$ cat src/rtl/window_feeder.sv
// img2col window producer: streams pixels into the 25-entry window bank, paced by r_ctrl_g.
// Optional build macro WINDOW_FEEDER_STALL_CNT_EN adds a saturating stall_cnt output.
module window_feeder #(
    parameter int DATA_WIDTH     = 16,
    parameter int ADDR_WIDTH     = 5,
    parameter int ROUNDS_PER_ROW = 24,
    parameter int ROWS           = 24
) (
    input  logic                  clk,
    input  logic                  nrst,
    input  logic                  go,
    input  logic                  pix_valid,
    input  logic [DATA_WIDTH-1:0] pix_data,
    output logic                  pix_ready,
    input  logic                  r_ctrl_g,
    output logic                  start,
    output logic                  wr_ctrl_g,
    output logic [ADDR_WIDTH-1:0] adrs_in1,
    output logic [DATA_WIDTH-1:0] data_g,
    output logic [5:0]            round,
    output logic                  busy,
    output logic                  done
`ifdef WINDOW_FEEDER_STALL_CNT_EN
    ,
    output logic [15:0]           stall_cnt
`endif
);

    typedef enum logic [2:0] {
        ST_IDLE    = 3'd0,
        ST_START   = 3'd1,
        ST_FILL    = 3'd2,
        ST_WAIT_RD = 3'd3,
        ST_DONE    = 3'd4
    } state_t;

    localparam logic [5:0]            LAST_ROUND = 6'(ROUNDS_PER_ROW - 1);
    localparam logic [15:0]           LAST_ROW   = 16'(ROWS - 1);
    localparam logic [ADDR_WIDTH-1:0] ADDR_LAST  = ADDR_WIDTH'(24);
    localparam logic [ADDR_WIDTH-1:0] ADDR_COL   = ADDR_WIDTH'(20);

    state_t                  state_r, state_s;
    logic [ADDR_WIDTH-1:0]   addr_r;
    logic [5:0]              round_r;
    logic [15:0]             row_r;
    logic                    seen_r;
    logic                    pix_ready_r, start_r, busy_r, done_r;
    logic                    pix_ready_s, start_s, busy_s, done_s;
    logic                    wr_ctrl_g_r;
    logic [ADDR_WIDTH-1:0]   adrs_r;
    logic [DATA_WIDTH-1:0]   data_r;
    logic                    hs_s, fall_s, last_s;

    // pix_ready_r is high exactly while in FILL, so it also qualifies the handshake
    assign hs_s   = (state_r == ST_FILL) && pix_valid && pix_ready_r;
    // Falling phase of r_ctrl_g: a high seen earlier in WAIT_RD (entry cycle included), now low
    assign fall_s = (state_r == ST_WAIT_RD) && seen_r && !r_ctrl_g;
    assign last_s = (round_r == LAST_ROUND) && (row_r == LAST_ROW);

    // State register
    always_ff @(posedge clk or negedge nrst) begin
        if (!nrst) state_r <= ST_IDLE;
        else       state_r <= state_s;
    end

    // Next-state logic
    always_comb begin
        state_s = state_r;
        case (state_r)
            ST_IDLE:    if (go) state_s = ST_START; else state_s = ST_IDLE;
            ST_START:   state_s = ST_FILL;
            ST_FILL:    if (hs_s && (addr_r == ADDR_LAST)) state_s = ST_WAIT_RD; else state_s = ST_FILL;
            ST_WAIT_RD: begin
                if (fall_s) begin
                    if (last_s) state_s = ST_DONE; else state_s = ST_FILL;
                end else begin
                    state_s = ST_WAIT_RD;
                end
            end
            ST_DONE:    state_s = ST_IDLE;
            default:    state_s = ST_IDLE;
        endcase
    end

    // Output decode from the upcoming state, registered below so outputs align with the state
    always_comb begin
        pix_ready_s = 1'b0;
        start_s     = 1'b0;
        busy_s      = 1'b1;
        done_s      = 1'b0;
        case (state_s)
            ST_IDLE:    busy_s      = 1'b0;
            ST_START:   start_s     = 1'b1;
            ST_FILL:    pix_ready_s = 1'b1;
            ST_WAIT_RD: pix_ready_s = 1'b0;
            ST_DONE:    done_s      = 1'b1;
            default:    busy_s      = 1'b0;
        endcase
    end

    // Registered control outputs
    always_ff @(posedge clk or negedge nrst) begin
        if (!nrst) begin
            pix_ready_r <= 1'b0;
            start_r     <= 1'b0;
            busy_r      <= 1'b0;
            done_r      <= 1'b0;
        end else begin
            pix_ready_r <= pix_ready_s;
            start_r     <= start_s;
            busy_r      <= busy_s;
            done_r      <= done_s;
        end
    end

    // Window counters: address within the bank, window index, row index
    always_ff @(posedge clk or negedge nrst) begin
        if (!nrst) begin
            addr_r  <= '0;
            round_r <= 6'd0;
            row_r   <= 16'd0;
            seen_r  <= 1'b0;
        end else begin
            case (state_r)
                ST_START: begin
                    addr_r  <= '0;
                    round_r <= 6'd0;
                    row_r   <= 16'd0;
                    seen_r  <= 1'b0;
                end
                ST_FILL: begin
                    if (hs_s && (addr_r != ADDR_LAST)) addr_r <= addr_r + ADDR_WIDTH'(1);
                end
                ST_WAIT_RD: begin
                    if (fall_s) begin
                        seen_r <= 1'b0;
                        if (round_r != LAST_ROUND) begin
                            round_r <= round_r + 6'd1;
                            addr_r  <= ADDR_COL;
                        end else if (row_r != LAST_ROW) begin
                            round_r <= 6'd0;
                            row_r   <= row_r + 16'd1;
                            addr_r  <= '0;
                        end
                    end else if (r_ctrl_g) begin
                        seen_r <= 1'b1;
                    end
                end
                default: seen_r <= 1'b0;
            endcase
        end
    end

    // Window bank write port, one cycle behind the accepting handshake
    always_ff @(posedge clk or negedge nrst) begin
        if (!nrst) begin
            wr_ctrl_g_r <= 1'b0;
            adrs_r      <= '0;
            data_r      <= '0;
        end else begin
            wr_ctrl_g_r <= hs_s;
            if (hs_s) begin
                adrs_r <= addr_r;
                data_r <= pix_data;
            end
        end
    end

`ifdef WINDOW_FEEDER_STALL_CNT_EN
    logic [15:0] stall_cnt_r;

    // Saturating count of FILL cycles where the stream had nothing to offer
    always_ff @(posedge clk or negedge nrst) begin
        if (!nrst) begin
            stall_cnt_r <= 16'd0;
        end else if (state_r == ST_START) begin
            stall_cnt_r <= 16'd0;
        end else if ((state_r == ST_FILL) && pix_ready_r && !pix_valid && (stall_cnt_r != 16'hFFFF)) begin
            stall_cnt_r <= stall_cnt_r + 16'd1;
        end
    end

    assign stall_cnt = stall_cnt_r;
`endif

    assign pix_ready = pix_ready_r;
    assign start     = start_r;
    assign busy      = busy_r;
    assign done      = done_r;
    assign wr_ctrl_g = wr_ctrl_g_r;
    assign adrs_in1  = adrs_r;
    assign data_g    = data_r;
    assign round     = round_r;

endmodule

$ cat config.mk
export PLATFORM = sky130hd
export DESIGN_NAME = window_feeder
export DESIGN_NICKNAME = d
export VERILOG_FILES = /design/src/rtl/window_feeder.sv
export SDC_FILE = /design/constraint.sdc
export NUM_CORES = 1
export LEC_CHECK = 0
export ABC_AREA = 1
export BUFFER_PORTS_ARGS = -buffer_cell sky130_fd_sc_hd__clkbuf_2
export CORE_AREA = 2 2 85 87
export CTS_CLUSTER_SIZE = 14
export DETAILED_ROUTE_END_ITERATION = 12
export DIE_AREA = 0 0 87 89
export PLACE_DENSITY = 0.68
export SLEW_MARGIN = 20
export SYNTH_ARGS = -nofsm -noshare
export SYNTH_HDL_FRONTEND = slang
export SYNTH_SLANG_ARGS = --single-unit
$ cat constraint.sdc
create_clock -name clk -period 1.4 [get_ports clk]
set_input_delay 0.07 -clock clk [delete_from_list [all_inputs] [get_ports clk]]
set_output_delay 0.07 -clock clk [all_outputs]
set_load 0.02 [all_outputs]
# Word level (Yosys, flattened, before mapping)
# Index checks and enable logic that the tools add are counted.
[classes] n_eq_ne=19 bitwise=1 n_reduce_logical=16 muxes=25 n_addsub=3
[op_table] op="two-way mux 16 bit" n=3
[op_table] op="one-hot mux 16 bit (2 select lines)" n=1
[op_table] op="two-way mux 5 bit" n=4
[op_table] op="two-way mux 6 bit" n=3
[op_table] op="adder 16 x 1 -> 16 bit (second input constant)" n=1
[op_table] op="== test 16 x 5 -> 1 bit (second input constant)" n=1
[op_table] op="inequality test 16 x 5 -> 1 bit (second input constant)" n=1
[op_table] op="one-hot mux 5 bit (3 select lines)" n=1
[op_table] op="== test 3 x 2 -> 1 bit (second input constant)" n=4
[op_table] op="one-hot mux 3 bit (4 select lines)" n=1
[op_table] op="one-hot mux 6 bit (2 select lines)" n=1
[op_table] op="two-way mux 1 bit" n=8
[op_table] op="AND reduction 4 bit" n=2
[op_table] op="logical AND 1 bit" n=7
[op_table] op="adder 6 x 1 -> 6 bit (second input constant)" n=1
[op_table] op="== test 3 x 1 -> 1 bit (second input constant)" n=2
[op_table] op="== test 6 x 5 -> 1 bit (second input constant)" n=1
[op_table] op="two-way mux 3 bit" n=2
[op_table] op="inequality test 6 x 5 -> 1 bit (second input constant)" n=1
[op_table] op="adder 5 x 1 -> 5 bit (second input constant)" n=1
[op_table] op="== test 5 bit (second input constant)" n=1
[op_table] op="inequality test 5 bit (second input constant)" n=1
[op_table] op="inequality test 2 x 1 -> 1 bit (second input constant)" n=2
[op_table] op="inequality test 2 bit (second input constant)" n=2
[op_table] op="other kinds (12)" n=12
[word_totals] out_inout_bits=32 elab_cells=76 reg_bits=57

# Longest topological paths before layout
[depth] depth_word=9 depth_mapped=12 mapped_depth_nobuf=11

# Worst setup path after synthesis
# OpenSTA, ideal clock, no wires.
[synth_path] path_kind="register to register" from="reg round_r[0], in the netlist round[0]" to="reg row_r[4]" slack_ps=-229 setup_time_ps=116 t_arrival_ps=1513 required_ps=1284 stages_incl_launch_ff=13 synth_period_minus_slack_ps=1629 path_buffers=1 path_cell_list="dfrtp_1 ha_1 nand2_2 inv_2 nand3_4 nand2_2 nand2_1 clkinv_1 nand2_2 buf_6 inv_2 nand2_1 nand2_1"
[synth_between] elab_chain_cells=3
[synth_lines] item="start, declared" line="44" text="logic [5:0] round_r;"
[synth_lines] item="start signal, assigned" line="138" text="round_r <= round_r + 6'd1;"
[synth_lines] item="inequality test 6 x 5 -> 1 bit" line="137" text="if (round_r != LAST_ROUND) begin"
[synth_lines] item="inequality test 2 bit (no source line)"
[synth_lines] item="AND reduction 4 bit (no source line)"
[synth_lines] item="end signal, assigned" line="142" text="row_r <= row_r + 16'd1;"
[synth_lines] item="end, declared" line="45" text="logic [15:0] row_r;"
# No other way between the ends.
# A chain may end at the register's enable or synchronous reset.

# Final worst setup path
[layout_path] from="reg state_r[2]" to="reg busy_r, in the netlist busy"
[layout_between] elab_chain_cells=9 word_cells_on_any_way=18 cone_classes="eq/ne: 7; mux: 4; reduce/logical: 7"
[layout_lines] item="start, declared" line="42" text="state_t state_r, state_s;"
[layout_lines] item="start signal, assigned" line="63" text="else state_r <= state_s;"
[layout_lines] item="== test 3 x 2 -> 1 bit" line="55, 69"
[layout_lines] item="logical AND 1 bit (2 in series)" line="55" text="assign hs_s = (state_r == ST_FILL) && pix_valid && pix_ready_r;"
[layout_lines] item="logical AND 1 bit" line="72" text="ST_FILL: if (hs_s && (addr_r == ADDR_LAST)) state_s = ST_WAIT_RD; else state_s = ST_FILL;"
[layout_lines] item="two-way mux 1 bit" line="72"
[layout_lines] item="one-hot mux 3 bit (4 select lines) (*)" line="69" text="case (state_r)"
[layout_lines] item="== test 3 bit, or another cell as far along" line="91" text="case (state_s)"
[layout_lines] item="OR reduction 4 bit (no source line) (*)"
[layout_lines] item="two-way mux 1 bit (*)" line="91"
[layout_lines] item="net busy_s" line="48" text="logic pix_ready_s, start_s, busy_s, done_s;"
[layout_lines] item="end signal, assigned" line="111" text="busy_r <= busy_s;"
[layout_lines] item="end, declared" line="47" text="logic pix_ready_r, start_r, busy_r, done_r;"
# Mark *: on every way through the listed nets, which the timed path passes. The rest lies on a longest branch.

==> flow_metrics.env <==
export IMPL_status="finished, violations left"
export IMPL_violations="setup timing"
export IMPL_clkSinkCount=57
export IMPL_drt_first_pass_iters=4
export IMPL_gp_congestion=0.8957
export IMPL_grt_pass1_wl_mm=12.52
export IMPL_yosys_warnings=0
export IMPL_die_area_mm2=0.007743
export IMPL_grt_usage=0.2111
export IMPL_drc=0
export IMPL_start_kind="flop"
export IMPL_clock_skew_ps=8.004
export IMPL_area_delta_synth_final_pct=55.45
export IMPL_fmax_mhz=672.1
export IMPL_arrival_ps=1730
export IMPL_synth_nets=419
export IMPL_intPower_w=0.004595
export IMPL_synth_avg_cell_area_um2=7.606
export IMPL_seqPwrFrac=0.304
export IMPL_synth_cell_types=29
export IMPL_hold_viol=0
export IMPL_hp_class="input pin to asynchronous set/reset pin"
export IMPL_synth_edf_count=0
export IMPL_slew_limit_headroom=0.7990
export IMPL_peakVddDrop_mv=0.8402
export IMPL_antenna_found_initial=0
export IMPL_synth_top_area_frac=0.4760
export IMPL_dp_worst_setup_slack_ps=-127.1
export IMPL_finalSetupViolCount=30
export IMPL_synth_async_reset_ratio=1.000
export IMPL_power_share_clock=0.227
export IMPL_synth_top_cell_by_area="dfrtp_1"
export IMPL_report_final_slew_viol_count=0
export IMPL_port_buffers=52
export IMPL_worstSetupPathType="flop to flop"
export IMPL_fin_nets=562
export IMPL_coreArea_mm2=0.006719
export IMPL_vias=3121
export IMPL_grt_setup_unrepaired="yes"
export IMPL_end_kind="flop"
export IMPL_cts_tree="done"
export IMPL_routed_wirelength_mm=8.325
export IMPL_yosys_top_cells_area="dfrtp_1 (48%), nand2_1 (18%), nand3_1 (7.3%)"
export IMPL_cts_buffers=9
export IMPL_fin_ws_ps=-87.89
export IMPL_detail_route_wl_per_cell_um=13.38
export IMPL_die_w_um=87
export IMPL_synth_area_mm2=0.002997
export IMPL_tightest_slew_ps=301.5
export IMPL_dpl_cell_area_mm2=0.003819
export IMPL_antennaDiodeCount=0
export IMPL_r2r_slack_ps=-90
export IMPL_grt_pass1_vias=2833
export IMPL_grt_ovfl_total=0
export IMPL_cp_data_required_time_ps=1640
export IMPL_die_h_um=89
export IMPL_final_cell_mix="nand2_1 (121), dfrtp_1 (55), buf_4 (55), clkbuf_2 (52), nor2_1 (36)"
export IMPL_period_share=1.063
export IMPL_initial_core_util=0.4460
export IMPL_ios=53
export IMPL_cap_violations=0
export IMPL_synth_top_flop_cell="dfrtp_1"
export IMPL_ant_nets=0
export IMPL_swShare=0.4064
export IMPL_vias_per_cell=5.018
export IMPL_cts_root_buffer="clkbuf_8"
export IMPL_ys_seq_elements=57
export IMPL_min_period_ps=1488
export IMPL_htreeDepth=3
export IMPL_clk_pin_slew_ps=80
export IMPL_p_sw_w=0.003146
export IMPL_post_route_cell_area_mm2=0.004658
export IMPL_dp_hpwl_mm=5.261
export IMPL_synth_seq_area_share=0.4760
export IMPL_layout_drive_gt1_share=0.4041
export IMPL_combPwrFrac=0.470
export IMPL_p_per_area_mw_per_mm2=1662
export IMPL_clk_latency_ps=350
export IMPL_drt_iter0_drc=145
export IMPL_rows=30
export IMPL_fillers=503
export IMPL_syn_inst=394
export IMPL_grt_start_max_net_pins=58
export IMPL_path_max_fanout=4
export IMPL_setup_tns_ps=-1337
export IMPL_cts_buffer_depth=2
export IMPL_mostFrequentLayoutCell="nand2_1"
export IMPL_power_leakage_nw=2.315
## final cells by class
type                       instances  area (µm²)  share of cell area
multi-input combinational        293        1654              0.3551
sequential                        57        1429              0.3067
timing repair buffer             142        1106              0.2374
inverter                          34       142.6             0.03062
clock buffer                       9       123.9             0.02659
clock inverter                     7       102.6             0.02203
tap                               80       100.1             0.02149
## routing by layer
metal	vias to the layer above	GRT usage	part of all wire
met5	-	0	0
met4	0	0.09659	0.0084
met3	6	0.03693	0.055
met2	78	0.3602	0.51
met1	1494	0.2624	0.42
li1	1543	-	-
## Yosys cell counts, types with 4 or more instances
master   count
nand2_1    145
dfrtp_1     57
nand3_1     44
nor2_1      40
inv_1       26
o21ai_1     12
nand4_1      9
o21ai_0      8
inv_2        7
xor2_1       5
ha_1         4
nand2_2      4
nor2_2       4
## per-stage QoR
step | hold slack [ps] | power, W | std cells | utilization
floorplan | -225.6 | 0.004200 | 394 | -
global placement | 100.1 | 0.005253 | 576 | 0.5683
detailed placement | 98.25 | 0.005333 | 576 | 0.5683
CTS | 172.4 | 0.007302 | 612 | 0.6453
global route | 299.3 | 0.008206 | 622 | 0.6933
finish | 263.9 | 0.007741 | 622 | 0.6933
## state kept, by name, indices dropped and copies added, names as in the netlist
signal / count
state_r: 3
round: 6
addr_r: 5
data_g: 16
pix_ready: 1
done: 1
start: 1
seen_r: 1
adrs_in1: 5
row_r: 16
wr_ctrl_g: 1
busy: 1
## worst paths after layout
kind	to	depth (start not counted)	start
worst min-delay path	data_g[14]	3	nrst
worst max register to register	busy	7	state_r[2]
worst min register to register	data_g[10]	2	data_g[10]
max in group asynchronous	round[1]	3	nrst
worst max-delay path	busy	7	state_r[2]
min in group clk	wr_ctrl_g	5	pix_valid
## power by group through the flow
stage	clock (W)	sequential, W	combinational (W)
after floorplan	0	0.00283	0.00137
after global placement	0	0.00235	0.00290
after detailed placement	0	0.00237	0.00297
after CTS	0.00180	0.00234	0.00316
after global routing	0.00187	0.00240	0.00394
final	0.00176	0.00235	0.00363
## critical path, cell delays in order, from the launching register on
cell     delay, ps
dfrtp_1        410
inv_2          120
nand3_4        120
buf_6          150
nor2_1         140
nand4_1        190
nand2_2        160
nand3_2         90
## what timing repair did
item | 4_1_cts | 5_1_grt
setup buffers | 1 | 8
pin swaps | 4 | 29
resized for setup | 19 | 61
hold endpoints to repair | 75 | 0
setup endpoints to repair | 28 | 32
hold buffers | 19 | 0
cloned | 0 | 2
## logic make-up (layout without fill, tap and decap cells)
logic type,after synthesis,in the layout,share of synthesized area
adder cells (fa/ha/maj),4,4,0.01670
flip-flops,57,57,0.4760
XOR/XNOR,7,7,0.02046
AND/OR/NAND/NOR,255,255,0.3683
AO/OA/AOI/OAI,27,27,0.05094
buffers and inverters,44,192,0.06764
No activity file was read; power rests on OpenSTA's default activity.
